--- config.mk ---
export PLATFORM = sky130hd
export DESIGN_NAME = rx_fifo
export DESIGN_NICKNAME = d
export VERILOG_FILES = /design/src/rtl/rx_fifo.sv
export SDC_FILE = /design/constraint.sdc
export NUM_CORES = 1
export LEC_CHECK = 0
export CAP_MARGIN = 0
export CORE_MARGIN = 2
export CORE_UTILIZATION = 35
export CTS_BUF_LIST = sky130_fd_sc_hd__clkbuf_8
export CTS_CLUSTER_DIAMETER = 150
export DETAILED_ROUTE_END_ITERATION = 8
export PLACE_DENSITY = 0.51
export REMOVE_ABC_BUFFERS = 1
export SLEW_MARGIN = 10
export SYNTH_ARGS = -nofsm -noshare
export SYNTH_HDL_FRONTEND = slang
export SYNTH_SLANG_ARGS = --single-unit
--- constraint.sdc ---
create_clock -name clk -period 4.4 [get_ports clk]
set_clock_uncertainty 0.1 [all_clocks]
set_input_delay 0.44 -clock clk [delete_from_list [all_inputs] [get_ports clk]]
set_output_delay 0.44 -clock clk [all_outputs]
set_load 0.01 [all_outputs]
--- src/rtl/rx_fifo.sv ---
// rx_fifo: receive-side character buffer between the UART receive engine and
// the PicoBlaze port logic. Captures one character per rxrdy assertion, acks
// the engine with a one-cycle read pulse, and queues data in a circular FIFO.
// Optional build macro RX_FIFO_ERR_TAG_EN stores {ovf, ferr, perr} with each
// entry and presents it on dout_err; without it dout_err is tied to zero.
module rx_fifo #(
    parameter int DEPTH_LOG2 = 4
) (
    input  logic                  clk,
    input  logic                  reset,
    input  logic                  rxrdy,
    input  logic [7:0]            rx_out,
    input  logic                  perr,
    input  logic                  ferr,
    input  logic                  ovf,
    output logic                  read,
    input  logic                  pop,
    input  logic                  clr_err,
    output logic [7:0]            dout,
    output logic [2:0]            dout_err,
    output logic                  empty,
    output logic                  full,
    output logic [DEPTH_LOG2:0]   count,
    output logic [3:0]            err_sticky
);

`ifdef RX_FIFO_ERR_TAG_EN
    localparam int ENTRY_W = 11;
`else
    localparam int ENTRY_W = 8;
`endif
    localparam int DEPTH = 1 << DEPTH_LOG2;
    localparam logic [DEPTH_LOG2:0]   CNT_ONE = {{DEPTH_LOG2{1'b0}}, 1'b1};
    localparam logic [DEPTH_LOG2-1:0] PTR_ONE = {{(DEPTH_LOG2-1){1'b0}}, 1'b1};

    typedef enum logic {
        IDLE,
        WAIT
    } state_t;

    state_t                 state;
    logic [ENTRY_W-1:0]     mem [DEPTH];
    logic [DEPTH_LOG2-1:0]  wr_ptr;
    logic [DEPTH_LOG2-1:0]  rd_ptr;
    logic                   capture;
    logic                   do_pop;
    logic                   push;
    logic                   drop;
    logic [DEPTH_LOG2:0]    count_next;
    logic [3:0]             err_set;
    logic [ENTRY_W-1:0]     wr_entry;

`ifdef RX_FIFO_ERR_TAG_EN
    assign wr_entry = {ovf, ferr, perr, rx_out};
    assign dout     = mem[rd_ptr][7:0];
    assign dout_err = mem[rd_ptr][10:8];
`else
    assign wr_entry = rx_out;
    assign dout     = mem[rd_ptr];
    assign dout_err = 3'b000;
`endif

    // Decide this edge's push/pop/drop; a pop on a full FIFO frees the slot a
    // simultaneous capture needs, so both succeed and occupancy holds.
    always_comb begin
        capture    = (state == IDLE) && rxrdy;
        do_pop     = pop && !empty;
        push       = capture && (!full || do_pop);
        drop       = capture && full && !do_pop;
        count_next = count;
        if (push && !do_pop) begin
            count_next = count + CNT_ONE;
        end else if (do_pop && !push) begin
            count_next = count - CNT_ONE;
        end
        err_set = 4'b0000;
        if (push) begin
            err_set = {1'b0, ovf, ferr, perr};
        end else if (drop) begin
            err_set = 4'b1000;
        end
    end

    // Capture handshake, pointers, registered flags and sticky error register.
    always_ff @(posedge clk or posedge reset) begin
        if (reset) begin
            state      <= IDLE;
            read       <= 1'b0;
            wr_ptr     <= '0;
            rd_ptr     <= '0;
            count      <= '0;
            empty      <= 1'b1;
            full       <= 1'b0;
            err_sticky <= 4'b0000;
        end else begin
            read <= 1'b0;
            case (state)
                IDLE: begin
                    if (rxrdy) begin
                        read  <= 1'b1;
                        state <= WAIT;
                    end
                end
                WAIT: begin
                    if (!rxrdy) begin
                        state <= IDLE;
                    end
                end
                default: state <= IDLE;
            endcase
            if (push) begin
                wr_ptr <= wr_ptr + PTR_ONE;
            end
            if (do_pop) begin
                rd_ptr <= rd_ptr + PTR_ONE;
            end
            count      <= count_next;
            empty      <= (count_next == '0);
            full       <= count_next[DEPTH_LOG2];
            err_sticky <= (clr_err ? 4'b0000 : err_sticky) | err_set;
        end
    end

    // Storage array; contents are deliberately not reset.
    always_ff @(posedge clk) begin
        if (push) begin
            mem[wr_ptr] <= wr_entry;
        end
    end

endmodule

=== Yosys cells after proc, flatten, opt, wreduce, memory -nomap -nowiden ===
Memories as Yosys holds them, arrays and structs flattened.
Cells that the tools add are included.

* Memories kept: 1
* Latch bits: 0
* Logic and storage cells: 37
* Bits in writable memories: 128
* Register bits: 21
* ROM bits: 0
* Output and inout port bits: 23
* Bits of input ports: 16

* Multipliers: 0
* Order comparisons: 0
* Multiplexer cells: 9
* Divide/modulo/power cells: 0
* Eq/ne operators: 0
* Bitwise operators: 2
* Shift operators: 0
* Reduce and logical (&&, ||, !) cells: 13
* Add/sub/neg operators: 4

{| class="wikitable"
|+ Memory list
! memory !! depth !! bits a word !! read ports !! clocked after Yosys merged registers in !! write ports !! line !! RTL
|-
| mem || 16 || 8 || 1 || 0 || 1 || 42 || <nowiki>logic [ENTRY_W-1:0] mem [DEPTH];</nowiki>
|}

{| class="wikitable"
|+ Operators by type and width
! operator !! count
|-
| $mux W4 || 3
|-
| $mux W5 || 2
|-
| $add A4 B1 Y4 const B || 2
|-
| $logic_and A1 B1 Y1 || 7
|-
| $add A5 B1 Y5 const B || 1
|-
| $logic_not A5 Y1 || 1
|-
| $sub A5 B1 Y5 const B || 1
|-
| $logic_not A1 Y1 || 4
|-
| $mux W1 || 4
|-
| $or A4 B4 Y4 || 1
|-
| $logic_or A1 B1 Y1 || 1
|-
| $not A1 Y1 || 1
|}

=== Longest topological paths before layout ===
Gate-level depths: netlist of the first run.

* Depth in word-level cells: 9
* Mapped depth: 6
* Mapped depth without buffers: 6

=== Worst setup path after synthesis of the first run ===
OpenSTA, ideal clock, no wires.

* Path type: register to register
* Start: register empty
* End: memory mem[0][0], enable pin
* Path buffers: 2
* Stages on the path, launching flop included: 7
* Setup slack: 2.051 ns
* Period minus slack after synthesis: 2.349 ns
* Library setup time: 0.383 ns
* Required time: 3.917 ns
* Arrival: 1.866 ns
* Cell sequence: dfstp_2 > nand2b_1 > buf_2 > a21oi_1 > clkbuf_1 > nand2_1 > nor3_1

* Longest elaborated chain between the ends: 6

{| class="wikitable"
|+ RTL lines
! what !! line !! RTL
|-
| start, declared || 21 || <nowiki>output logic empty,</nowiki>
|-
| start signal, assigned || 118 || <nowiki>empty <= (count_next == '0);</nowiki>
|-
| $logic_not A1 Y1 || 67 || <nowiki>do_pop = pop && !empty;</nowiki>
|-
| $logic_and A1 B1 Y1 || 67 ||
|-
| $logic_or A1 B1 Y1 || 68 || <nowiki>push = capture && (!full || do_pop);</nowiki>
|-
| $logic_and A1 B1 Y1 || 68 ||
|-
| $mux W1 || 126 || <nowiki>if (push) begin</nowiki>
|-
| $mux W1 (not written as such) || 127 || <nowiki>mem[wr_ptr] <= wr_entry;</nowiki>
|-
| end, declared || 42 ||
|}

No other way between the ends.

=== Worst setup path in the final report of the first run ===
* Start: register rd_ptr[0]
* End: output port dout[0]

* Longest elaborated chain between the ends: 1

{| class="wikitable"
|+ RTL lines
! what !! line !! RTL
|-
| start, declared || 44 || <nowiki>logic [DEPTH_LOG2-1:0] rd_ptr;</nowiki>
|-
| start signal, assigned || 115 || <nowiki>rd_ptr <= rd_ptr + PTR_ONE;</nowiki>
|-
| $mem_v2 Z16 W8 || n/a ||
|-
| end, declared || 19 || <nowiki>output logic [7:0] dout,</nowiki>
|}

No other way between the ends.

==> results.md, run 1 <==
- Maximum Capacitance Violations: 0
- Clk_lat worst skew: 440 ps
- Max incr delay on CP: 640 ps
- CTS sink cnt: 148
- Min Tclk post-route: 3644 ps
- TritonCTS Buffers: 17
- Setup repair after global routing missed its margin: no
- CTS tree: yes
- Placed cells: 552
- R2r setup slk: 1810 ps
- Syn Area/Cell: 20.05 um^2
- Area occupied by multi-input gates: 1518 um^2
- Library cells used by synthesis: 31
- Pin count of the biggest net entering global routing: 36
- Worst Path Arrival: 3100 ps
- Proportion of netlist area held by the largest area contributor: 63.91%
- Setup TNS: 0 ps
- Final cell count without fillers: 583
- Post-Synthesis Cell Area: 6015 um^2
- Ports: 39
- Simple logic cell fraction of the synthesized area: 3.828%
- GRT Total Usage: 14.58%
- Largest family of logic cells by synthesized area: multiplexers
- Via/cell ratio: 4.995
- Mapped Cells: 300
- Power Total: 3.973 mW
- Power per Cell Area: 563.3 nW/um^2
- Final hold vios: 0
- Slowest stage cell, crit path: mux4_1
- Starting utilization of the core area: 36.01%
- FMAX: 274.5 MHz
- Post-CTS Resized: 0
- Finished Cell Area: 7053 um^2
- Most common cell after layout, fill and taps aside: edfxtp_1
- Worst slew pin tran: 1163 ps
- Crit. End Element: output pin
- Clock buffer depth: 2
- CP delay by family, top: multiplexers
- Largest cells by area after synthesis: edfxtp_1 64%, mux4_1 13%, dfrtp_1 7.9%
- Worst-path clk slew: 80 ps
- Rel. slew slack: 22.15%
- Fin nets: 374
- Yosys top cell by area: edfxtp_1
- Core region area: 16700 um^2
- Number of global-route vias before repair: 2968
- Synth-to-Final Area Change: 17.27%
- Antenna violations before repair: 0
- Global-route wire length before repair: 18600 um
- Detail Placement HPWL: 7396 um
- Max Transition Viols Final: 0
- Seq. cell area: 4348 um^2
- CTS root buf: clkbuf_8
- Via count: 2912
- N_diodes: 0
- Register area share after synthesis: 72.25%
- Fillers: 1489
- Routed length per instance: 21.16 um
- Compound-Gate Fraction of Synth Area: 1.602%
- Hold_buf cts: 0
- Post-Synth Adder-Cell Area: 1.456%
- Setup CP Type: flip-flop to output pin
- Setup crit start kind: flip-flop
- Port Buffers: 35
- Min-Delay Path Class: input pin to async pin
- VDD IR-drop max: 0.0002809 V
- Width of the die: 135.1 um
- Leak: 2.380 nW
- Fin crit share: 82.81%
- Seq cells post-synth: 148
- Die Ht: 135.1 um
- Share of cells above drive strength 1: 15.70%
- Placement row count: 47
- GR Overflow Total: 0
- H-tree levels: 4
- Outcome: finished clean
- Critical path fanouts, max: 27
- XOR/XNOR Fraction of Synth Area: 1.311%
- Routability cong.: 0.7487
- Placed inst area: 6634 um^2
- Synth warn: 0
- Pre-Repair DR Iteration Count: 4
- Die ar.: 18250 um^2
- DR DRC count: 0
- Critical path buffer and inverter count: 2
- Multiplexer share of the synthesized area: 16.85%
- Commonest non-fill, non-tap cells in the layout: 128 x edfxtp_1, 35 x clkdlybuf4s50_1, 30 x mux4_1
- Worst EP required: 3860 ps
- Routed WL: 12340 um
- Endpoints failing setup: 0
- CP Cell Sequence: buf_4 > mux4_1 > mux4_2 > clkdlybuf4s50_1
- Setup Buffers After CTS: 0
- Final antenna-violating net count: 0
- Initial DRC Count: 179
[cell usage after synthesis]
cell type	count
or3_1	1
nor4_1	2
buf_8	1
nor2b_1	1
buf_2	1
nand2b_2	1
xnor2_1	9
a2bb2oi_1	1
nand2b_1	3
inv_1	10
buf_4	4
dfstp_2	1
clkbuf_1	9
nand3_1	5
nor3_1	7
nor2_1	15
a41o_1	1
a22oi_1	1
buf_1	1
conb_1	1
o21ai_0	10
a221o_1	1
nand4_1	2
edfxtp_1	128
mux4_2	10
ha_1	7
buf_6	3
nand2_1	13
a21oi_1	2
mux4_1	30
dfrtp_1	19
[worst paths after layout]
kind	start	to	depth (start not counted)
max	rd_ptr[0]$_DFFE_PP0P_	dout[0]	4
min	reset	count[0]$_DFF_PP0_	2
max reg2reg	empty$_DFF_PP1_	mem[7][3]$_DFFE_PP_	5
min reg2reg	err_sticky[3]$_DFF_PP0_	err_sticky[3]$_DFF_PP0_	2
max in group asynchronous	reset	rd_ptr[1]$_DFFE_PP0P_	2
min in group clk	rxrdy	state$_DFF_PP0_	1
[state kept, by name, summed over array words and instances (netlist names)]
register    cells
empty           1
wr_ptr          4
rd_ptr          4
count           5
err_sticky      4
read            1
state           1
mem           128
[kinds of logic after synthesis]
| logic type | after synthesis |
|---|---|
| AO/OA/AOI/OAI | 16 |
| XOR/XNOR | 9 |
| adder cells (fa/ha/maj) | 7 |
| buffers and inverters | 29 |
| flip-flops | 148 |
| multiplexers | 40 |
| other | 1 |
| AND/OR/NAND/NOR | 50 |
[final cells by class]
cell class                      count  share of cell area (%)
Timing Repair Buffer               49                   6.457
Clock buffer                       17                   3.317
Sequential cell                   148                   61.65
Clock inverter                     14                   2.626
Multi-Input combinational cell    125                   21.52
Inverter                           10                  0.5322
Tap cell                          220                   3.903
[routing by layer]
layer	global-route usage (%)	share of wire [%]	vias up	routed length, um
met5	0	0	-	0
met2	23.21	49	67	6053
met3	3.604	3.3	5	406
met4	4.167	0.62	0	77
li1	-	-	1312	-
met1	20.09	47	1528	5800
[power by group]
part	switching (mW)	internal (mW)
clock network	0.508	0.611
logic	0.389	0.619
registers	0.224	1.62
total	1.12	2.85
[metrics by stage]
stage / hold slack [ps] / setup WS (ps) / utilization [%]
2_1_floorplan: 303.1 / 1555 / -
3_3_place_gp: 416.4 / 1198 / 39.72
3_5_place_dp: 419.7 / 1177 / 39.72
4_1_cts: 355.1 / 675.2 / 42.23
5_1_grt: 391.3 / 622.6 / 42.23
6_report: 350.3 / 756.4 / 42.23
(Power assumes the default switching activity.)
==> run 2: changes to the inputs <==
clock period = 3.79 ns   (was 4.4 ns; I/O delays follow)
==> results.md, run 2 (synthesis gave the netlist of run 1 again) <==
- Endpoints failing setup: 0
- Leak: 2.438 nW
- Final cell count without fillers: 589
- Antenna violations before repair: 0
- Setup repair after global routing missed its margin: no
- Met3 routed WL: 375 um
- Width of the die: 135.1 um
- Crit. End Element: output pin
- Power per Cell Area: 657.5 nW/um^2
- Pre-Repair DR Iteration Count: 4
- N_diodes: 0
- VDD IR-drop max: 0.0002589 V
- Via/cell ratio: 4.927
- Top reg by flops: mem
- Top layer reached by signal wires: met4
- Final antenna-violating net count: 0
- Routability cong.: 0.7395
- Wl on met1: 5501 um
- Gate power share: 27.3%
- Switching Share: 27.47%
- Fillers: 1488
- Maximum Capacitance Violations: 0
- Starting utilization of the core area: 36.01%
- Slowest stage cell, crit path: mux4_1
- Flop pwr share: 43.9%
- Clock buffer depth: 2
- Hold WS: 278.1 ps
- FMAX: 308.8 MHz
- CTS root buf: clkbuf_8
- Max incr delay on CP: 640 ps
- GRT Total Usage: 14.68%
- Global-route wire length before repair: 18660 um
- Setup crit start kind: flip-flop
- Final hold vios: 0
- Min Tclk post-route: 3239 ps
- Placed cells: 557
- Most common cell after layout, fill and taps aside: edfxtp_1
- Port Buffers: 35
- Worst EP required: 3310 ps
- Setup Buffers After CTS: 0
- Pin count of the biggest net entering global routing: 36
- H-tree levels: 4
- Die Ht: 135.1 um
- Max reg flops: 128
- Final WS setup: 551.3 ps
- Worst slew pin tran: 820.1 ps
- Fin nets: 379
- Top Registers: mem (128), count (5)
- DR DRC count: 0
- Clk_lat worst skew: 450 ps
- Via count: 2902
- Placement row count: 47
- Post-CTS Resized: 0
- Setup TNS: 0 ps
- GR Overflow Total: 0
- Commonest non-fill, non-tap cells in the layout: 128 x edfxtp_1, 35 x clkdlybuf4s50_1, 30 x mux4_1
- Outcome: finished clean
- Critical path fanouts, max: 32
- TritonCTS Buffers: 17
- Routed WL: 12380 um
- Worst Path Arrival: 2760 ps
- P_sw: 1.288 mW
- Min-Delay Path Class: input pin to async pin
- Max Transition Viols Final: 0
- Worst-path clk slew: 80 ps
- Hold_buf cts: 0
- Ports: 39
- Rel. slew slack: 45.33%
- Number of global-route vias before repair: 3060
- Pre-CTS setup slack: 969.4 ps
- Routed length per instance: 21.02 um
- CP Cell Sequence: buf_12 > mux4_1 > mux4_2 > clkdlybuf4s50_1
- Int Power: 3.400 mW
- Core region area: 16700 um^2
- Met2 wire len: 6258 um
- Die ar.: 18250 um^2
- Initial DRC Count: 217
- Detail Placement HPWL: 7646 um
- Synth-to-Final Area Change: 18.56%
- CTS tree: yes
- Share of cells above drive strength 1: 16.80%
- Setup CP Type: flip-flop to output pin
- Fin crit share: 85.45%
- CTS sink cnt: 148
- Clk pwr share: 28.8%
==> run 2: per-stage QoR <==
stage | utilization [%] | power, mW | cell area [um^2]
finish | 42.70 | 4.688 | 7131
global route | 42.70 | 4.922 | 7131
CTS | 42.70 | 4.755 | 7131
detailed placement | 40.01 | 3.400 | 6683
global placement | 40.01 | 3.389 | 6683
floorplan | - | 2.837 | 5901
==> run 2: power by group through the flow <==
stage | sequential (mW) | combinational, mW | clock, mW
4_1_cts | 2.06 | 1.31 | 1.38
5_1_grt | 2.08 | 1.39 | 1.45
2_1_floorplan | 2.14 | 0.695 | 0
3_3_place_gp | 2.09 | 1.30 | 0
3_5_place_dp | 2.09 | 1.30 | 0
6_report | 2.06 | 1.28 | 1.35
==> run 2: layout make-up <==
type / instances / area (um^2) / share of cell area [%]
clock inverter: 15 / 214.0 / 3.001
clock buffer: 17 / 234.0 / 3.281
timing repair buffer: 54 / 505.5 / 7.089
multi-input combinational: 125 / 1518 / 21.28
sequential: 148 / 4347 / 60.96
tap: 220 / 275.3 / 3.860
inverter: 10 / 37.54 / 0.5264
==> run 2: layer usage <==
metal,vias up,GRT usage [%]
met5,-,0
li1,1319,-
met4,0,5.961
met2,55,23.77
met3,17,3.904
met1,1511,18.93
==> run 2: worst paths after layout <==
path,start,to,slack [ps],cells past startpoint
setup / recovery,rd_ptr[0]$_DFFE_PP0P_,dout[2],550,4
hold / removal,reset,wr_ptr[1]$_DFFE_PP0P_,280,2
setup reg to reg,empty$_DFF_PP1_,mem[10][0]$_DFFE_PP_,1390,6
hold reg to reg,rd_ptr[0]$_DFFE_PP0P_,rd_ptr[0]$_DFFE_PP0P_,440,1
max in group asynchronous,reset,rd_ptr[0]$_DFFE_PP0P_,2780,2
min in group clk,rxrdy,state$_DFF_PP0_,330,1
==> run 2: critical path: cells and delay by family (launching register included) <==
family   cells  cell delay [ps]
buf+inv      2              760
mux          2             1120
flops        1              430
==> run 3: changes to the inputs <==
SLEW_MARGIN = 20   (was 10)
==> results of run 3 <==
The final DEF is identical to that of run 2; final timing and power are the same.
